## src/rtl/baby_store_pkg.sv

```systemverilog
// baby_store_pkg: shared constants and the controller state type for the
// baby store responder.
//   WORDS  - number of store words (32)
//   ADDR_W - word-address width
//   DATA_W - word width
//   state_e - controller states; ST_DUMP exists only when BABY_STORE_DUMP_EN
//             is defined.
package baby_store_pkg;

  localparam int WORDS  = 32;
  localparam int ADDR_W = 5;
  localparam int DATA_W = 32;

  typedef enum logic [2:0] {
    ST_IDLE = 3'd0,
    ST_LOAD = 3'd1,
    ST_RUN  = 3'd2,
    ST_HALT = 3'd3
`ifdef BABY_STORE_DUMP_EN
    ,
    ST_DUMP = 3'd4
`endif
  } state_e;

endpackage

```

## src/rtl/baby_store_responder_if.sv

```systemverilog
// baby_store_responder_if: bundles the core memory bus, the program-loader
// stream, the control/status outputs and (with BABY_STORE_DUMP_EN) the
// dump stream.
//   master - the core/loader side (drives the *_i signals)
//   slave  - the responder side (drives the *_o signals)
interface baby_store_responder_if
  import baby_store_pkg::*;
#(
  parameter int ADDR_W = baby_store_pkg::ADDR_W,
  parameter int DATA_W = baby_store_pkg::DATA_W
);

  // core memory bus
  logic [ADDR_W-1:0] ram_addr_i;
  logic              ram_rw_en_i;
  logic [DATA_W-1:0] ram_data_i;
  logic [DATA_W-1:0] ram_data_o;
  logic              stop_lamp_i;

  // program loader
  logic              load_start_i;
  logic              load_valid_i;
  logic [DATA_W-1:0] load_data_i;
  logic              load_ready_o;

  // status
  logic              loading_o;
  logic              core_reset_o;

`ifdef BABY_STORE_DUMP_EN
  // dump stream
  logic              dump_valid_o;
  logic [ADDR_W-1:0] dump_addr_o;
  logic [DATA_W-1:0] dump_data_o;
  logic              dump_ready_i;
`endif

  modport master (
    output ram_addr_i, ram_rw_en_i, ram_data_i, stop_lamp_i,
    output load_start_i, load_valid_i, load_data_i,
    input  ram_data_o, load_ready_o, loading_o, core_reset_o
`ifdef BABY_STORE_DUMP_EN
    ,
    input  dump_valid_o, dump_addr_o, dump_data_o,
    output dump_ready_i
`endif
  );

  modport slave (
    input  ram_addr_i, ram_rw_en_i, ram_data_i, stop_lamp_i,
    input  load_start_i, load_valid_i, load_data_i,
    output ram_data_o, load_ready_o, loading_o, core_reset_o
`ifdef BABY_STORE_DUMP_EN
    ,
    output dump_valid_o, dump_addr_o, dump_data_o,
    input  dump_ready_i
`endif
  );

endinterface

```

## src/rtl/baby_store_ram.sv

```systemverilog
// baby_store_ram: WORDS x DATA_W storage array.
//   clock, reset_i      - clock and synchronous active-high reset (clears
//                         only the read register, never the array)
//   we, waddr, wdata    - single write port
//   raddr, rdata        - registered read port, one-cycle latency,
//                         read-before-write on address collision
//   dump_raddr/rdata    - combinational second read port (BABY_STORE_DUMP_EN)
module baby_store_ram
  import baby_store_pkg::*;
#(
  parameter int ADDR_W = baby_store_pkg::ADDR_W,
  parameter int DATA_W = baby_store_pkg::DATA_W
) (
  input  logic              clock,
  input  logic              reset_i,
  input  logic              we,
  input  logic [ADDR_W-1:0] waddr,
  input  logic [DATA_W-1:0] wdata,
  input  logic [ADDR_W-1:0] raddr,
  output logic [DATA_W-1:0] rdata
`ifdef BABY_STORE_DUMP_EN
  ,
  input  logic [ADDR_W-1:0] dump_raddr,
  output logic [DATA_W-1:0] dump_rdata
`endif
);

  logic [DATA_W-1:0] mem_r [WORDS];
  logic [DATA_W-1:0] rdata_r;

  // array write port; contents deliberately survive reset
  always_ff @(posedge clock) begin
    if (we) begin
      mem_r[waddr] <= wdata;
    end
  end

  // registered read; sampling the old word gives read-before-write
  always_ff @(posedge clock) begin
    if (reset_i) begin
      rdata_r <= {DATA_W{1'b0}};
    end else begin
      rdata_r <= mem_r[raddr];
    end
  end

  assign rdata = rdata_r;

`ifdef BABY_STORE_DUMP_EN
  // no writes happen while dumping, so this word is stable across stalls
  assign dump_rdata = mem_r[dump_raddr];
`endif

endmodule

```

## src/rtl/baby_store_responder.sv

```systemverilog
// baby_store_responder: program store for a small core. Loads a 32-word
// program from a valid/ready stream while holding the core in reset, then
// serves core reads/writes until the core lights its stop lamp.
//   clock   - single rising-edge clock
//   reset_i - synchronous active-high reset (memory contents are kept)
//   bus     - baby_store_responder_if.slave: core bus, loader stream,
//             loading_o/core_reset_o status, and the dump stream when the
//             BABY_STORE_DUMP_EN macro is defined (stop lamp then streams all
//             32 words out before halting).
module baby_store_responder
  import baby_store_pkg::*;
#(
  parameter int ADDR_W = baby_store_pkg::ADDR_W,
  parameter int DATA_W = baby_store_pkg::DATA_W
) (
  input  logic                  clock,
  input  logic                  reset_i,
  baby_store_responder_if.slave bus
);

  localparam logic [ADDR_W-1:0] LAST_ADDR = {ADDR_W{1'b1}};
  localparam logic [ADDR_W-1:0] ZERO_ADDR = {ADDR_W{1'b0}};
  localparam logic [ADDR_W-1:0] ONE_ADDR  = {{(ADDR_W-1){1'b0}}, 1'b1};

  // status bits {core_reset, load_ready, loading} presented in a given state
  function automatic logic [2:0] ctrl_for(input state_e s);
    logic [2:0] c;
    case (s)
      ST_IDLE: c = 3'b100;
      ST_LOAD: c = 3'b111;
      ST_RUN:  c = 3'b000;
      ST_HALT: c = 3'b000;
`ifdef BABY_STORE_DUMP_EN
      ST_DUMP: c = 3'b000;
`endif
      default: c = 3'b100;
    endcase
    return c;
  endfunction

  state_e            state_r;
  logic [ADDR_W-1:0] cnt_r;
  logic [2:0]        ctrl_r;
  logic              load_accept_s;
  logic              core_write_s;
  logic              we_s;
  logic [ADDR_W-1:0] waddr_s;
  logic [DATA_W-1:0] wdata_s;
  logic [DATA_W-1:0] rdata_s;

`ifdef BABY_STORE_DUMP_EN
  logic              dump_valid_r;
  logic [ADDR_W-1:0] dump_addr_r;
  logic [DATA_W-1:0] dump_rdata_s;
`endif

  // write-port arbitration: loader owns it in LOAD, the core only in RUN
  always_comb begin
    load_accept_s = (state_r == ST_LOAD) && bus.load_valid_i && ctrl_r[1];
    core_write_s  = (state_r == ST_RUN) && bus.ram_rw_en_i;
    we_s          = load_accept_s || core_write_s;
    if (load_accept_s) begin
      waddr_s = cnt_r;
      wdata_s = bus.load_data_i;
    end else begin
      waddr_s = bus.ram_addr_i;
      wdata_s = bus.ram_data_i;
    end
  end

  // controller FSM with registered status outputs
  always_ff @(posedge clock) begin
    if (reset_i) begin
      state_r      <= ST_IDLE;
      cnt_r        <= ZERO_ADDR;
      ctrl_r       <= ctrl_for(ST_IDLE);
`ifdef BABY_STORE_DUMP_EN
      dump_valid_r <= 1'b0;
      dump_addr_r  <= ZERO_ADDR;
`endif
    end else begin
      case (state_r)
        ST_IDLE: begin
          if (bus.load_start_i) begin
            state_r <= ST_LOAD;
            cnt_r   <= ZERO_ADDR;
            ctrl_r  <= ctrl_for(ST_LOAD);
          end
        end
        ST_LOAD: begin
          // a fresh start request rewinds the counter but keeps written words
          if (bus.load_start_i) begin
            cnt_r <= ZERO_ADDR;
          end else if (load_accept_s) begin
            cnt_r <= cnt_r + ONE_ADDR;
            if (cnt_r == LAST_ADDR) begin
              state_r <= ST_RUN;
              ctrl_r  <= ctrl_for(ST_RUN);
            end
          end
        end
        ST_RUN: begin
          // stop lamp has priority; load_start_i is not looked at here
          if (bus.stop_lamp_i) begin
`ifdef BABY_STORE_DUMP_EN
            state_r      <= ST_DUMP;
            ctrl_r       <= ctrl_for(ST_DUMP);
            dump_valid_r <= 1'b1;
            dump_addr_r  <= ZERO_ADDR;
`else
            state_r <= ST_HALT;
            ctrl_r  <= ctrl_for(ST_HALT);
`endif
          end
        end
        ST_HALT: begin
          if (bus.load_start_i) begin
            state_r <= ST_LOAD;
            cnt_r   <= ZERO_ADDR;
            ctrl_r  <= ctrl_for(ST_LOAD);
          end
        end
`ifdef BABY_STORE_DUMP_EN
        ST_DUMP: begin
          if (dump_valid_r && bus.dump_ready_i) begin
            if (dump_addr_r == LAST_ADDR) begin
              state_r      <= ST_HALT;
              ctrl_r       <= ctrl_for(ST_HALT);
              dump_valid_r <= 1'b0;
            end else begin
              dump_addr_r <= dump_addr_r + ONE_ADDR;
            end
          end
        end
`endif
        default: begin
          state_r <= ST_IDLE;
          cnt_r   <= ZERO_ADDR;
          ctrl_r  <= ctrl_for(ST_IDLE);
        end
      endcase
    end
  end

  baby_store_ram #(
    .ADDR_W(ADDR_W),
    .DATA_W(DATA_W)
  ) u_ram (
    .clock      (clock),
    .reset_i    (reset_i),
    .we         (we_s),
    .waddr      (waddr_s),
    .wdata      (wdata_s),
    .raddr      (bus.ram_addr_i),
    .rdata      (rdata_s)
`ifdef BABY_STORE_DUMP_EN
    ,
    .dump_raddr (dump_addr_r),
    .dump_rdata (dump_rdata_s)
`endif
  );

  assign bus.ram_data_o   = rdata_s;
  assign bus.core_reset_o = ctrl_r[2];
  assign bus.load_ready_o = ctrl_r[1];
  assign bus.loading_o    = ctrl_r[0];

`ifdef BABY_STORE_DUMP_EN
  assign bus.dump_valid_o = dump_valid_r;
  assign bus.dump_addr_o  = dump_addr_r;
  assign bus.dump_data_o  = dump_rdata_s;
`endif

endmodule

```

## src/flat_wrapper.sv

```systemverilog
// flat-port wrapper written by rule: the top's interface ports become plain ports
module baby_store_responder_flat import baby_store_pkg::*;
#(
  parameter int ADDR_W = baby_store_pkg::ADDR_W,
  parameter int DATA_W = baby_store_pkg::DATA_W
)
  (clock, reset_i, bus_ram_addr_i, bus_ram_rw_en_i, bus_ram_data_i, bus_stop_lamp_i, bus_load_start_i, bus_load_valid_i, bus_load_data_i, bus_ram_data_o, bus_load_ready_o, bus_loading_o, bus_core_reset_o);
  baby_store_responder_if #(.ADDR_W(ADDR_W), .DATA_W(DATA_W)) bus_i ();
  input  logic clock;
  input  logic reset_i;
  input wire logic [$bits(bus_i.ram_addr_i)-1:0] bus_ram_addr_i;
  input wire logic [$bits(bus_i.ram_rw_en_i)-1:0] bus_ram_rw_en_i;
  input wire logic [$bits(bus_i.ram_data_i)-1:0] bus_ram_data_i;
  input wire logic [$bits(bus_i.stop_lamp_i)-1:0] bus_stop_lamp_i;
  input wire logic [$bits(bus_i.load_start_i)-1:0] bus_load_start_i;
  input wire logic [$bits(bus_i.load_valid_i)-1:0] bus_load_valid_i;
  input wire logic [$bits(bus_i.load_data_i)-1:0] bus_load_data_i;
  output wire logic [$bits(bus_i.ram_data_o)-1:0] bus_ram_data_o;
  output wire logic [$bits(bus_i.load_ready_o)-1:0] bus_load_ready_o;
  output wire logic [$bits(bus_i.loading_o)-1:0] bus_loading_o;
  output wire logic [$bits(bus_i.core_reset_o)-1:0] bus_core_reset_o;
  assign bus_i.ram_addr_i = bus_ram_addr_i;
  assign bus_i.ram_rw_en_i = bus_ram_rw_en_i;
  assign bus_i.ram_data_i = bus_ram_data_i;
  assign bus_i.stop_lamp_i = bus_stop_lamp_i;
  assign bus_i.load_start_i = bus_load_start_i;
  assign bus_i.load_valid_i = bus_load_valid_i;
  assign bus_i.load_data_i = bus_load_data_i;
  assign bus_ram_data_o = bus_i.ram_data_o;
  assign bus_load_ready_o = bus_i.load_ready_o;
  assign bus_loading_o = bus_i.loading_o;
  assign bus_core_reset_o = bus_i.core_reset_o;
  baby_store_responder #(.ADDR_W(ADDR_W), .DATA_W(DATA_W)) u_core (.clock(clock), .reset_i(reset_i), .bus(bus_i));
endmodule
```

## config.mk

```make
export PLATFORM = sky130hd
export DESIGN_NAME = baby_store_responder_flat
export DESIGN_NICKNAME = d
export VERILOG_FILES = /design/src/rtl/baby_store_pkg.sv /design/src/rtl/baby_store_responder_if.sv /design/src/rtl/baby_store_ram.sv /design/src/rtl/baby_store_responder.sv /design/src/flat_wrapper.sv
export SDC_FILE = /design/constraint.sdc
export NUM_CORES = 1
export LEC_CHECK = 0
export CAP_MARGIN = 15
export CORE_MARGIN = 8
export CORE_UTILIZATION = 45
export DETAILED_ROUTE_END_ITERATION = 16
export DONT_BUFFER_PORTS = 1
export HOLD_SLACK_MARGIN = 0.08
export SYNTH_ARGS = -nofsm -noshare
export SYNTH_HDL_FRONTEND = slang
export SYNTH_SLANG_ARGS = --single-unit
```

## constraint.sdc

```tcl
create_clock -name clock -period 3 [get_ports clock]
set_input_delay 0.3 -clock clock [delete_from_list [all_inputs] [get_ports clock]]
set_output_delay 0.3 -clock clock [all_outputs]
set_load 0.1 [all_outputs]
```

==> results.sh <==
export IMPL_status="complete, no violations"
export IMPL_drtIter0Drc=2350
export IMPL_portBuffers=0
export IMPL_ys_ff_latch=1065
export IMPL_cts_sinks=1065
export IMPL_clk_latency_ns=0.66
export IMPL_fin_skew_ns=0.02145
export IMPL_syn_area_um2=40920
export IMPL_nFillCells=6981
export IMPL_p_per_area_nw_per_um2=708.0
export IMPL_drt_pass1_iterations=5
export IMPL_cp_start_kind="flop"
export IMPL_ys_warn_count=0
export IMPL_seqPwrFrac_pct=51.4
export IMPL_cp_end_kind="flop"
export IMPL_grt_setup_unrepaired="false"
export IMPL_fin_cells=3310
export IMPL_synthFlopType="edfxtp_1"
export IMPL_cp_common_cell="nor2_1"
export IMPL_final_min_clock_period_ns=2.791
export IMPL_place_ws_ns=0.1492
export IMPL_layout_setup_ws_ns=0.2088
export IMPL_cp_startpoint="u_core.cnt_r[3]"
export IMPL_cts_buffer_depth=3
export IMPL_min_period_over_period_pct=93.04
export IMPL_multi_input_area_um2=8874
export IMPL_setup_tns_final_ns=0
export IMPL_avgSynthCellArea_um2=21.52
export IMPL_synth_top_area_share_pct=75.15
export IMPL_ys_seq_area_share_pct=77.16
export IMPL_synthCells=1901
export IMPL_grt_usage_pct=20.64
export IMPL_ir_drop_v=0.0004753
export IMPL_wl_um=106500
export IMPL_async_flop_share_pct=0
export IMPL_postCtsSetupRepairBufs=0
export IMPL_power_switching_mw=7.578
export IMPL_dpl_hpwl_um=63150
export IMPL_power_frac_clock_pct=41.8
export IMPL_clkTransAtPathRegs_ns=0.06
export IMPL_core_rowCount=110
export IMPL_htreeDepth=3
export IMPL_grt_max_degree=291
export IMPL_maxSlewViolCount=0
export IMPL_p_int_mw=25.82
export IMPL_design_core_area_um2=90010
export IMPL_path_buf_inv=1
export IMPL_area_growth_pct=15.30
export IMPL_path_cells="nand2_1, nor2_1, ha_1, nand4b_1, a222oi_1, mux2i_1, nor2_1, dlygate4sd3_1"
export IMPL_crit_path_end="u_core.ctrl_r[1]"
export IMPL_fin_nets=2119
export IMPL_global_route_overflow_total=0
export IMPL_required_ns=3.54
export IMPL_slowest_stage="a222oi_1"
export IMPL_max_cap_violations=0
export IMPL_path_max_fanout=10
export IMPL_cts_root_buffer="clkbuf_16"
export IMPL_yosysTopAreaCell="edfxtp_1"
export IMPL_vias=19880
export IMPL_finalHoldViolations=0
export IMPL_max_clock_freq_ghz=0.3583
export IMPL_synth_edf_count=1024
export IMPL_reg2reg_slack_ns=0.21
export IMPL_drtAntennaViolNets=0
export IMPL_cts_tree="yes"
export IMPL_antenna_found_initial=4
export IMPL_drive_above_1_share_pct=25.57
export IMPL_drcViolationCount=0
export IMPL_ios=110
export IMPL_slew_headroom_pct=20.21
export IMPL_final_util_pct=52.41
export IMPL_wl_per_cell_um=32.18
export IMPL_worstPathArrival_ns=3.33
export IMPL_syn_nets=1981
export IMPL_reg2reg_from="u_core.cnt_r[3]"
export IMPL_cts_made_buffers=107
export IMPL_place_inst=3092
export IMPL_yosys_top_cells_area="edfxtp_1 (75%), mux4_2 (11%), mux2i_1 (3.2%)"
export IMPL_fp_dieW_um=317.5
export IMPL_worstHoldPathType="primary input to flop"
export IMPL_switching_share_pct=22.69
export IMPL_die_h_um=317.5
export IMPL_initial_core_util_pct=45.46
export IMPL_setup_violations=0
export IMPL_critPathMaxStageDelay_ns=0.61
export IMPL_cp_top_family="compound AO/OA/AOI/OAI gates"
export IMPL_grt_first_pass_wirelength_um=151200
export IMPL_final_seq_area_um2=31570
export IMPL_cp_depth=8
export IMPL_worst_slew_pin_slew_ns=1.192
export IMPL_dieArea_um2=100800
export IMPL_reg2reg_depth=8
export IMPL_pwr_share_comb_pct=6.8
export IMPL_worstReg2RegEnd="u_core.ctrl_r[1]"
export IMPL_critical_path_class="flop to flop"
export IMPL_avgViaCountPerCell=6.007
export IMPL_synth_distinct_cells=44
export IMPL_first_global_vias=20370
export IMPL_cellLeakagePower_nw=15.21
export IMPL_gp_congestion=0.8310
[power by group through the flow]
stage	clock network (mW)	registers [mW]	logic, mW
after floorplan	0	17.5	1.33
after global placement	0	17.5	2.16
after global routing	14.7	17.2	2.39
after detailed placement	0	17.5	2.20
after CTS	14.1	17.2	2.29
final	14.0	17.2	2.28
[per-layer routing]
metal	global-route usage (%)	share of wire (%)
met3	3.576	6.2
met1	26.54	39
met5	0	0
met4	5.451	2.5
met2	36.27	52
[synth_stat cells (2+ instances only)]
| cell | instances |
|---|---|
| a21oi_1 | 6 |
| a221o_1 | 32 |
| a221oi_1 | 32 |
| a22oi_1 | 32 |
| a31oi_1 | 38 |
| a41oi_1 | 2 |
| and4b_1 | 2 |
| buf_1 | 3 |
| buf_12 | 7 |
| buf_2 | 28 |
| buf_4 | 11 |
| buf_6 | 16 |
| clkbuf_1 | 44 |
| dfxtp_1 | 41 |
| edfxtp_1 | 1024 |
| ha_1 | 5 |
| inv_1 | 8 |
| mux2i_1 | 131 |
| mux4_1 | 19 |
| mux4_2 | 205 |
| nand2_1 | 101 |
| nand3_1 | 6 |
| nor2_1 | 45 |
| nor2b_1 | 2 |
| nor4b_1 | 3 |
| o21a_1 | 2 |
| o21ai_0 | 25 |
| o21ai_1 | 13 |
| o31ai_1 | 2 |
| or4_1 | 2 |
[worst reg2reg max path: stages, from the launching register on]
cell and delay (ns):
dfxtp_1 0.60, nand2_1 0.18, nor2_1 0.14, ha_1 0.16
nand4b_1 0.10, a222oi_1 0.61, mux2i_1 0.27, nor2_1 0.06
dlygate4sd3_1 0.56
[kinds of logic (layout without fill, tap and decap cells)]
kind of cell	after synthesis	in the layout	synth area share (%)
AND/OR/NAND/NOR	168	168	1.706
other	0	3	0
multiplexers	356	356	15.74
AO/OA/AOI/OAI	188	188	3.370
buffers and inverters	119	349	1.878
flip-flops	1065	1065	77.16
adder cells (fa/ha/maj)	5	5	0.1529
[layout make-up]
type                    count  share of cell area (%)
repair buffers            139                   3.204
inverters                   9                 0.07691
well taps                1176                   3.119
multi-input cells         717                   18.81
diodes                      3                 0.01591
clock buffers             124                   6.009
clock inverters            77                   1.848
flip-flops and latches   1065                   66.92
[through the flow]
stage / total power, mW / cell area (um^2) / hold WS [ns]
global placement: 19.63 / 43290 / 0.4038
detailed placement: 19.69 / 43290 / 0.4066
floorplan: 18.83 / 41110 / 0.4665
CTS: 33.61 / 47160 / 0.08172
finish: 33.40 / 47180 / 0.1365
global route: 34.24 / 47170 / 0.1404
[flip-flops by register name, summed over array words and instances, names as in the netlist]
register,flops
u_core.cnt_r,5
u_core.ctrl_r,2
u_core.state_r,2
u_core.u_ram.mem_r,1024
u_core.u_ram.rdata,32
[cell usage in the layout (no fill, tap or decap), drive strengths merged, types with 38 or more instances in the layout]
cell / count
edfxtp: 1024
mux4: 224
mux2i: 131
buf: 127
clkbuf: 124
nand2: 101
clkinv: 47
nor2: 45
dfxtp: 41
a31oi: 38
o21ai: 38
[worst min-delay path by stage]
| stage | startpoint | endpoint | slack [ns] | cells past startpoint |
|---|---|---|---|---|
| after floorplan | u_core.state_r[1] | u_core.state_r[1] | 0.47 | 1 |
| after global placement | reset_i | u_core.ctrl_r[1] | 0.40 | 1 |
| after detailed placement | reset_i | u_core.ctrl_r[1] | 0.41 | 1 |
| after CTS | bus_ram_addr_i[2] | u_core.u_ram.rdata[30] | 0.08 | 3 |
| after global routing | bus_load_data_i[5] | u_core.u_ram.mem_r[27][5] | 0.14 | 3 |
| final | bus_ram_addr_i[2] | u_core.u_ram.rdata[30] | 0.14 | 3 |
[what timing repair did]
item	4_1_cts	5_1_grt
resized for setup	0	2
setup endpoints to repair	0	208
hold buffers	14	0
endpoints found under the hold margin	41	0
Note: power is estimated with default switching activity, not from simulation.
